File: src/rtl/tour_pkg.sv
// rtl/tour_pkg.sv - shared opcodes, headings, FSM states and command layout for the tour sequencer
package tour_pkg;

    localparam logic [3:0] OP_MOVE    = 4'h2;
    localparam logic [3:0] OP_FANFARE = 4'h3;
    localparam logic [3:0] OP_ABORT   = 4'hF;

    localparam logic [7:0] HDG_N = 8'h00;
    localparam logic [7:0] HDG_W = 8'h3F;
    localparam logic [7:0] HDG_S = 8'h7F;
    localparam logic [7:0] HDG_E = 8'hBF;

    localparam logic [7:0] RESP_DONE = 8'hA5;
    localparam logic [7:0] RESP_BUSY = 8'h5A;

    typedef enum logic [2:0] {
        IDLE,
        LOAD,
        VERT,
        WAIT_V,
        HORZ,
        WAIT_H
    } state_t;

    typedef struct packed {
        logic [3:0] opcode;
        logic [7:0] heading;
        logic [3:0] squares;
    } cmd_t;

    function automatic logic is_one_hot(input logic [7:0] v);
        return (v != 8'h00) && ((v & (v - 8'h01)) == 8'h00);
    endfunction

endpackage

File: src/rtl/tour_move_dec.sv
// rtl/tour_move_dec.sv - splits a 1-hot knight move into vertical and horizontal leg commands
module tour_move_dec
    import tour_pkg::*;
#(
    parameter bit FANFARE_LEG = 1'b1
) (
    input  logic [7:0] move_i,
    output cmd_t       vert_o,
    output cmd_t       horz_o,
    output logic       valid_o
);

    logic       north;
    logic       east;
    logic [3:0] vert_sq;
    logic [3:0] horz_sq;

    // Bits 0,1,4,5 are the long-vertical moves; the rest are long-horizontal.
    always_comb begin
        north   = move_i[0] | move_i[1] | move_i[2] | move_i[7];
        east    = move_i[0] | move_i[5] | move_i[6] | move_i[7];
        vert_sq = (move_i[0] | move_i[1] | move_i[4] | move_i[5]) ? 4'd2 : 4'd1;
        horz_sq = (move_i[2] | move_i[3] | move_i[6] | move_i[7]) ? 4'd2 : 4'd1;

        vert_o.opcode  = FANFARE_LEG ? OP_MOVE : OP_FANFARE;
        vert_o.heading = north ? HDG_N : HDG_S;
        vert_o.squares = vert_sq;

        horz_o.opcode  = FANFARE_LEG ? OP_FANFARE : OP_MOVE;
        horz_o.heading = east ? HDG_E : HDG_W;
        horz_o.squares = horz_sq;

        valid_o = is_one_hot(move_i);
    end

endmodule

File: src/rtl/tour_cmd_seq.sv
// rtl/tour_cmd_seq.sv - issues solved knight-tour moves as paced two-leg commands, UART passthrough when idle
module tour_cmd_seq
    import tour_pkg::*;
#(
    parameter int BOARD       = 5,
    parameter int IDX_W       = $clog2(BOARD * BOARD),
    parameter bit FANFARE_LEG = 1'b1
) (
    input  logic             clk,
    input  logic             rst,
    input  logic             start_tour,
    input  logic [7:0]       move,
    output logic [IDX_W-1:0] mv_indx,
    input  logic [15:0]      cmd_UART,
    input  logic             cmd_rdy_UART,
    input  logic             clr_cmd_rdy,
    input  logic             send_resp,
    output logic [15:0]      cmd,
    output logic             cmd_rdy,
    output logic [7:0]       resp,
    output logic             tour_busy,
    output logic             tour_err
);

    localparam int               NUM_MOVES = BOARD * BOARD - 1;
    localparam logic [IDX_W-1:0] LAST_IDX  = IDX_W'(NUM_MOVES - 1);

    state_t           state_q;
    logic [IDX_W-1:0] mv_indx_q;
    cmd_t             cmd_q;
    cmd_t             horz_q;
    logic             cmd_rdy_q;
    logic             tour_busy_q;
    logic             tour_err_q;

    cmd_t vert_leg;
    cmd_t horz_leg;
    logic leg_valid;
    logic abort_req;

    tour_move_dec #(
        .FANFARE_LEG(FANFARE_LEG)
    ) u_dec (
        .move_i (move),
        .vert_o (vert_leg),
        .horz_o (horz_leg),
        .valid_o(leg_valid)
    );

    assign abort_req = cmd_rdy_UART && (cmd_UART[15:12] == OP_ABORT);

    always_ff @(posedge clk or posedge rst) begin
        if (rst) begin
            state_q     <= IDLE;
            mv_indx_q   <= '0;
            cmd_q       <= '0;
            horz_q      <= '0;
            cmd_rdy_q   <= 1'b0;
            tour_busy_q <= 1'b0;
            tour_err_q  <= 1'b0;
        end else begin
            tour_err_q <= 1'b0;
            if (state_q != IDLE && abort_req) begin
                state_q     <= IDLE;
                mv_indx_q   <= '0;
                cmd_rdy_q   <= 1'b0;
                tour_busy_q <= 1'b0;
                tour_err_q  <= 1'b1;
            end else begin
                case (state_q)
                    IDLE: begin
                        if (start_tour) begin
                            state_q     <= LOAD;
                            mv_indx_q   <= '0;
                            tour_busy_q <= 1'b1;
                        end
                    end
                    LOAD: begin
                        if (!leg_valid) begin
                            state_q     <= IDLE;
                            tour_busy_q <= 1'b0;
                            tour_err_q  <= 1'b1;
                        end else begin
                            // Horizontal leg is held until the vertical one completes.
                            cmd_q     <= vert_leg;
                            horz_q    <= horz_leg;
                            cmd_rdy_q <= 1'b1;
                            state_q   <= VERT;
                        end
                    end
                    VERT: begin
                        if (clr_cmd_rdy) begin
                            cmd_rdy_q <= 1'b0;
                            state_q   <= WAIT_V;
                        end
                    end
                    WAIT_V: begin
                        if (send_resp) begin
                            cmd_q     <= horz_q;
                            cmd_rdy_q <= 1'b1;
                            state_q   <= HORZ;
                        end
                    end
                    HORZ: begin
                        if (clr_cmd_rdy) begin
                            cmd_rdy_q <= 1'b0;
                            state_q   <= WAIT_H;
                        end
                    end
                    WAIT_H: begin
                        if (send_resp) begin
                            if (mv_indx_q == LAST_IDX) begin
                                state_q     <= IDLE;
                                tour_busy_q <= 1'b0;
                            end else begin
                                mv_indx_q <= mv_indx_q + 1'b1;
                                state_q   <= LOAD;
                            end
                        end
                    end
                    default: state_q <= IDLE;
                endcase
            end
        end
    end

    assign mv_indx   = mv_indx_q;
    assign cmd       = (state_q == IDLE) ? cmd_UART : cmd_q;
    assign cmd_rdy   = (state_q == IDLE) ? cmd_rdy_UART : cmd_rdy_q;
    assign tour_busy = tour_busy_q;
    assign tour_err  = tour_err_q;
    // The final leg reports done while it is still executing.
    assign resp      = ((state_q == IDLE) || (state_q == WAIT_H && mv_indx_q == LAST_IDX))
                       ? RESP_DONE : RESP_BUSY;

endmodule

File: config.mk
export PLATFORM = sky130hd
export DESIGN_NAME = tour_cmd_seq
export DESIGN_NICKNAME = d
export VERILOG_FILES = /design/src/rtl/tour_pkg.sv /design/src/rtl/tour_move_dec.sv /design/src/rtl/tour_cmd_seq.sv
export SDC_FILE = /design/constraint.sdc
export NUM_CORES = 1
export LEC_CHECK = 0
export ABC_AREA = 0
export BUFFER_PORTS_ARGS = -buffer_cell sky130_fd_sc_hd__buf_2
export CAP_MARGIN = 20
export CORE_MARGIN = 5
export CORE_UTILIZATION = 43
export DETAILED_ROUTE_END_ITERATION = 8
export PLACE_DENSITY_LB_ADDON = 0.3
export SETUP_SLACK_MARGIN = 0.2
export SLEW_MARGIN = 40
export SYNTH_ARGS = -nofsm -noshare
export SYNTH_HDL_FRONTEND = slang
export SYNTH_SLANG_ARGS = --single-unit
File: constraint.sdc
create_clock -name clk -period 2.1 [get_ports clk]
set_clock_uncertainty 0.15 [all_clocks]
set_input_delay 0.42 -clock clk [delete_from_list [all_inputs] [get_ports clk]]
set_output_delay 0.42 -clock clk [all_outputs]
set_load 0.01 [all_outputs]
==> impl_metrics.env <==
export IMPL_synthesis_instances=173
export IMPL_post_route_cells_drive_above_1_share=0.612
export IMPL_io_pins=62
export IMPL_post_route_util=0.774
export IMPL_synth_edff_count=0
export IMPL_n_fill_cell=214
export IMPL_final_hold_viol_count=0
export IMPL_first_pass_grt_wire_length_mm=8.16
export IMPL_cts_sinks=22
export IMPL_grt_antenna_before_repair=0
export IMPL_synth_area_per_cell_um2=8.85
export IMPL_timing_final_setup_violations=33
export IMPL_cts_buffer_depth=2
export IMPL_final_period_utilization=1.09
export IMPL_dr_pass1_iters=4
export IMPL_power_switching_w=0.00125
export IMPL_detail_route_vias_per_cell=5.59
export IMPL_fin_setup_tns_ps=-3950
export IMPL_synth_most_common_cell="sky130_fd_sc_hd__dfrtp_1"
export IMPL_synth_top_flop_cell="sky130_fd_sc_hd__dfrtp_1"
export IMPL_r2r_end="horz_q[1]"
export IMPL_worst_path_max_fanout=5
export IMPL_timing_hold_worst_start="start_tour"
export IMPL_path_clk_slew_ps=130
export IMPL_maximum_number_of_pins_on_one_net_before_global_route_repair=15
export IMPL_clock_latency_ps=330
export IMPL_num_antenna_cells=0
export IMPL_worst_endpoint_arrival_ps=1730
export IMPL_worstHoldEndpoint="tour_busy"
export IMPL_power_frac_seq=0.207
export IMPL_start_kind="flip-flop"
export IMPL_fp_dieArea_um2=4850
export IMPL_rr_startpoint="state_q[1]"
export IMPL_clock_tree_htree_level_count=1
export IMPL_number_of_remaining_drc_errors=0
export IMPL_syn_to_final_growth_pct=71.5
export IMPL_min_delay_path_class="in2reg"
export IMPL_initialDrtViolationCount=142
export IMPL_grt_total_usage=0.200
export IMPL_synth_top_cells_by_area="sky130_fd_sc_hd__dfrtp_1, sky130_fd_sc_hd__mux2_1, sky130_fd_sc_hd__a21o_1"
export IMPL_combPwrFrac=0.714
export IMPL_synth_largest_type_area_fraction=0.360
export IMPL_finish_net_count=310
export IMPL_worst_pin_slew_ps=507
export IMPL_rsz0062_at_grt="yes"
export IMPL_cts_tree="built"
export IMPL_cts_made_buffers=3
export IMPL_initial_util=0.451
export IMPL_clk_root_buffer_cell="sky130_fd_sc_hd__clkbuf_4"
export IMPL_yosys_warnings=0
export IMPL_globalplace_congestion=0.815
export IMPL_syn_num_nets=204
export IMPL_route_detailed_wl_per_inst_um=16.9
export IMPL_power_static_leakage_nw=1.30
export IMPL_detailed_placement_wirelength_estimate_mm=3.20
export IMPL_fp_row_count=21
export IMPL_result_of_the_run="finished, violations left"
export IMPL_count_of_distinct_cell_types_in_the_synthesized_netlist=53
export IMPL_placement_io_buffers=61
export IMPL_die_w_um=69.7
export IMPL_violations="negative setup slack"
export IMPL_floorplan_die_height_um=69.7
export IMPL_critical_path_class="reg2out"
export IMPL_core_region_area_um2=3390
export IMPL_synth_top_cells_by_count="sky130_fd_sc_hd__dfrtp_1, sky130_fd_sc_hd__inv_1, sky130_fd_sc_hd__nand2_1, sky130_fd_sc_hd__nor2_1, sky130_fd_sc_hd__clkbuf_1"
export IMPL_final_hold_worst_slack_ps=264
export IMPL_dr_total_vias=1811
export IMPL_syn_cell_area_um2=1530
export IMPL_ys_seq_area_frac=0.360
export IMPL_timing_final_ws_setup_ps=-198
export IMPL_totalWireLength_mm=5.47
export IMPL_dp_slack_ps=-172
export IMPL_reg2regPathDepth=9
export IMPL_overflow=0
export IMPL_yosys_register_bits=22
export IMPL_critPathRequiredTime_ps=1530
export IMPL_power_clock_fraction=0.080
export IMPL_internal_power_consumption_w=0.00185
export IMPL_power_switching_fraction=0.402
export IMPL_drtAntennaViolNets=0
export IMPL_timing_slew_headroom=0.659
export IMPL_first_global_vias=1773
export IMPL_ff2ff_setup_slack_ps=-90
export IMPL_slew_viol_final=0
export IMPL_max_cap_violations=0
export IMPL_async_set_or_reset_register_ratio_after_synthesis=1.00
export IMPL_crit_path_end_kind="primary output"
export IMPL_hold_depth=3
export IMPL_post_route_min_period_ps=2300
export IMPL_yosys_area_top_type="sky130_fd_sc_hd__dfrtp_1"
export IMPL_cell_pwr_density_nw_per_um2=1180
export IMPL_worst_vdd_drop_mv=0.692
export IMPL_fmax_mhz=435
## metal layers
metal  track usage  share of wire  up-vias
met5             0              0        -
li1              -              -      840
met1         0.250           0.41      877
met3        0.0362          0.080        7
met2         0.342           0.50       87
met4        0.0723          0.011        0
## critical path: stages (launching register included)
cell and delay [ps]:
sky130_fd_sc_hd__dfrtp_2 410, sky130_fd_sc_hd__ha_4 130, sky130_fd_sc_hd__nand4b_1 200, sky130_fd_sc_hd__nor2_1 180
sky130_fd_sc_hd__a21oi_1 100, sky130_fd_sc_hd__nor2_2 180, sky130_fd_sc_hd__inv_2 60, sky130_fd_sc_hd__buf_2 140
## metrics by stage
stage / std cells / cell area (µm²) / total power [W]
floorplan: 173 / 1580 / 0.00157
global placement: 287 / 2010 / 0.00193
detailed placement: 287 / 2010 / 0.00194
CTS: 308 / 2360 / 0.00265
global route: 324 / 2630 / 0.00327
finish: 324 / 2630 / 0.00310
## repair_timing
action	CTS	global route
pin swaps	18	22
endpoints found under the hold margin	8	0
gates cloned	1	0
endpoints found under the setup margin	30	44
hold buffers	1	0
setup buffers	15	16
resized for setup	46	39
## cells in the final DEF, fill, tap and decap left out, types with 3 or more instances in the layout
cell type	instances
sky130_fd_sc_hd__o21ai_2	3
sky130_fd_sc_hd__dfrtp_2	4
sky130_fd_sc_hd__nor2_1	8
sky130_fd_sc_hd__inv_1	8
sky130_fd_sc_hd__clkbuf_4	3
sky130_fd_sc_hd__nor2b_4	3
sky130_fd_sc_hd__a31oi_1	4
sky130_fd_sc_hd__a21oi_1	5
sky130_fd_sc_hd__o21ai_1	3
sky130_fd_sc_hd__nand3_1	3
sky130_fd_sc_hd__buf_2	52
sky130_fd_sc_hd__buf_4	34
sky130_fd_sc_hd__mux2i_1	3
sky130_fd_sc_hd__dfrtp_1	18
sky130_fd_sc_hd__o21ai_0	4
sky130_fd_sc_hd__nand2_1	7
sky130_fd_sc_hd__buf_6	30
sky130_fd_sc_hd__a21oi_2	3
sky130_fd_sc_hd__nor4_1	3
sky130_fd_sc_hd__a21o_1	6
sky130_fd_sc_hd__mux2_4	8
sky130_fd_sc_hd__a211oi_1	3
## final cells by class
| cell class | instances | area (µm²) | area share |
|---|---|---|---|
| multi-input cells | 125 | 1070 | 0.409 |
| repair buffers | 117 | 863 | 0.329 |
| flip-flops and latches | 22 | 556 | 0.212 |
| well taps | 46 | 57.6 | 0.0219 |
| inverters | 10 | 37.5 | 0.0143 |
| clock buffers | 4 | 36.3 | 0.0138 |
## power groups by stage
stage,registers (W),logic [W],clock network [W]
floorplan,0.000613,0.000958,0
global placement,0.000641,0.00129,0
detailed placement,0.000641,0.00130,0
CTS,0.000622,0.00178,0.000244
global route,0.000652,0.00235,0.000261
finish,0.000640,0.00221,0.000247
## worst max-delay path by stage
stage	slack, ps	to	from	depth (start not counted)
2_1_floorplan	0.07	cmd_q[13]	move[2]	4
3_3_place_gp	-140	cmd_q[13]	move[2]	5
3_5_place_dp	-170	cmd_q[13]	move[2]	5
4_1_cts	-140	resp[1]	mv_indx[0]	7
5_1_grt	-310	resp[6]	mv_indx[0]	7
6_report	-200	resp[1]	mv_indx[0]	7
## cell families after synthesis
kind of cell / count (synthesis) / synth area share
simple gates: 57 / 0.211
compound gates: 51 / 0.231
buf+inv: 26 / 0.0793
flops: 22 / 0.360
mux: 13 / 0.0924
xor+xnor: 2 / 0.0114
fa+ha+maj: 2 / 0.0147
## state kept, by name, indices dropped and copies added (netlist names)
register and flops:
cmd_q 7, state_q 3, cmd_rdy_q 1, tour_err 1, horz_q 4, mv_indx 5
tour_busy 1
(Power assumes the default switching activity.)
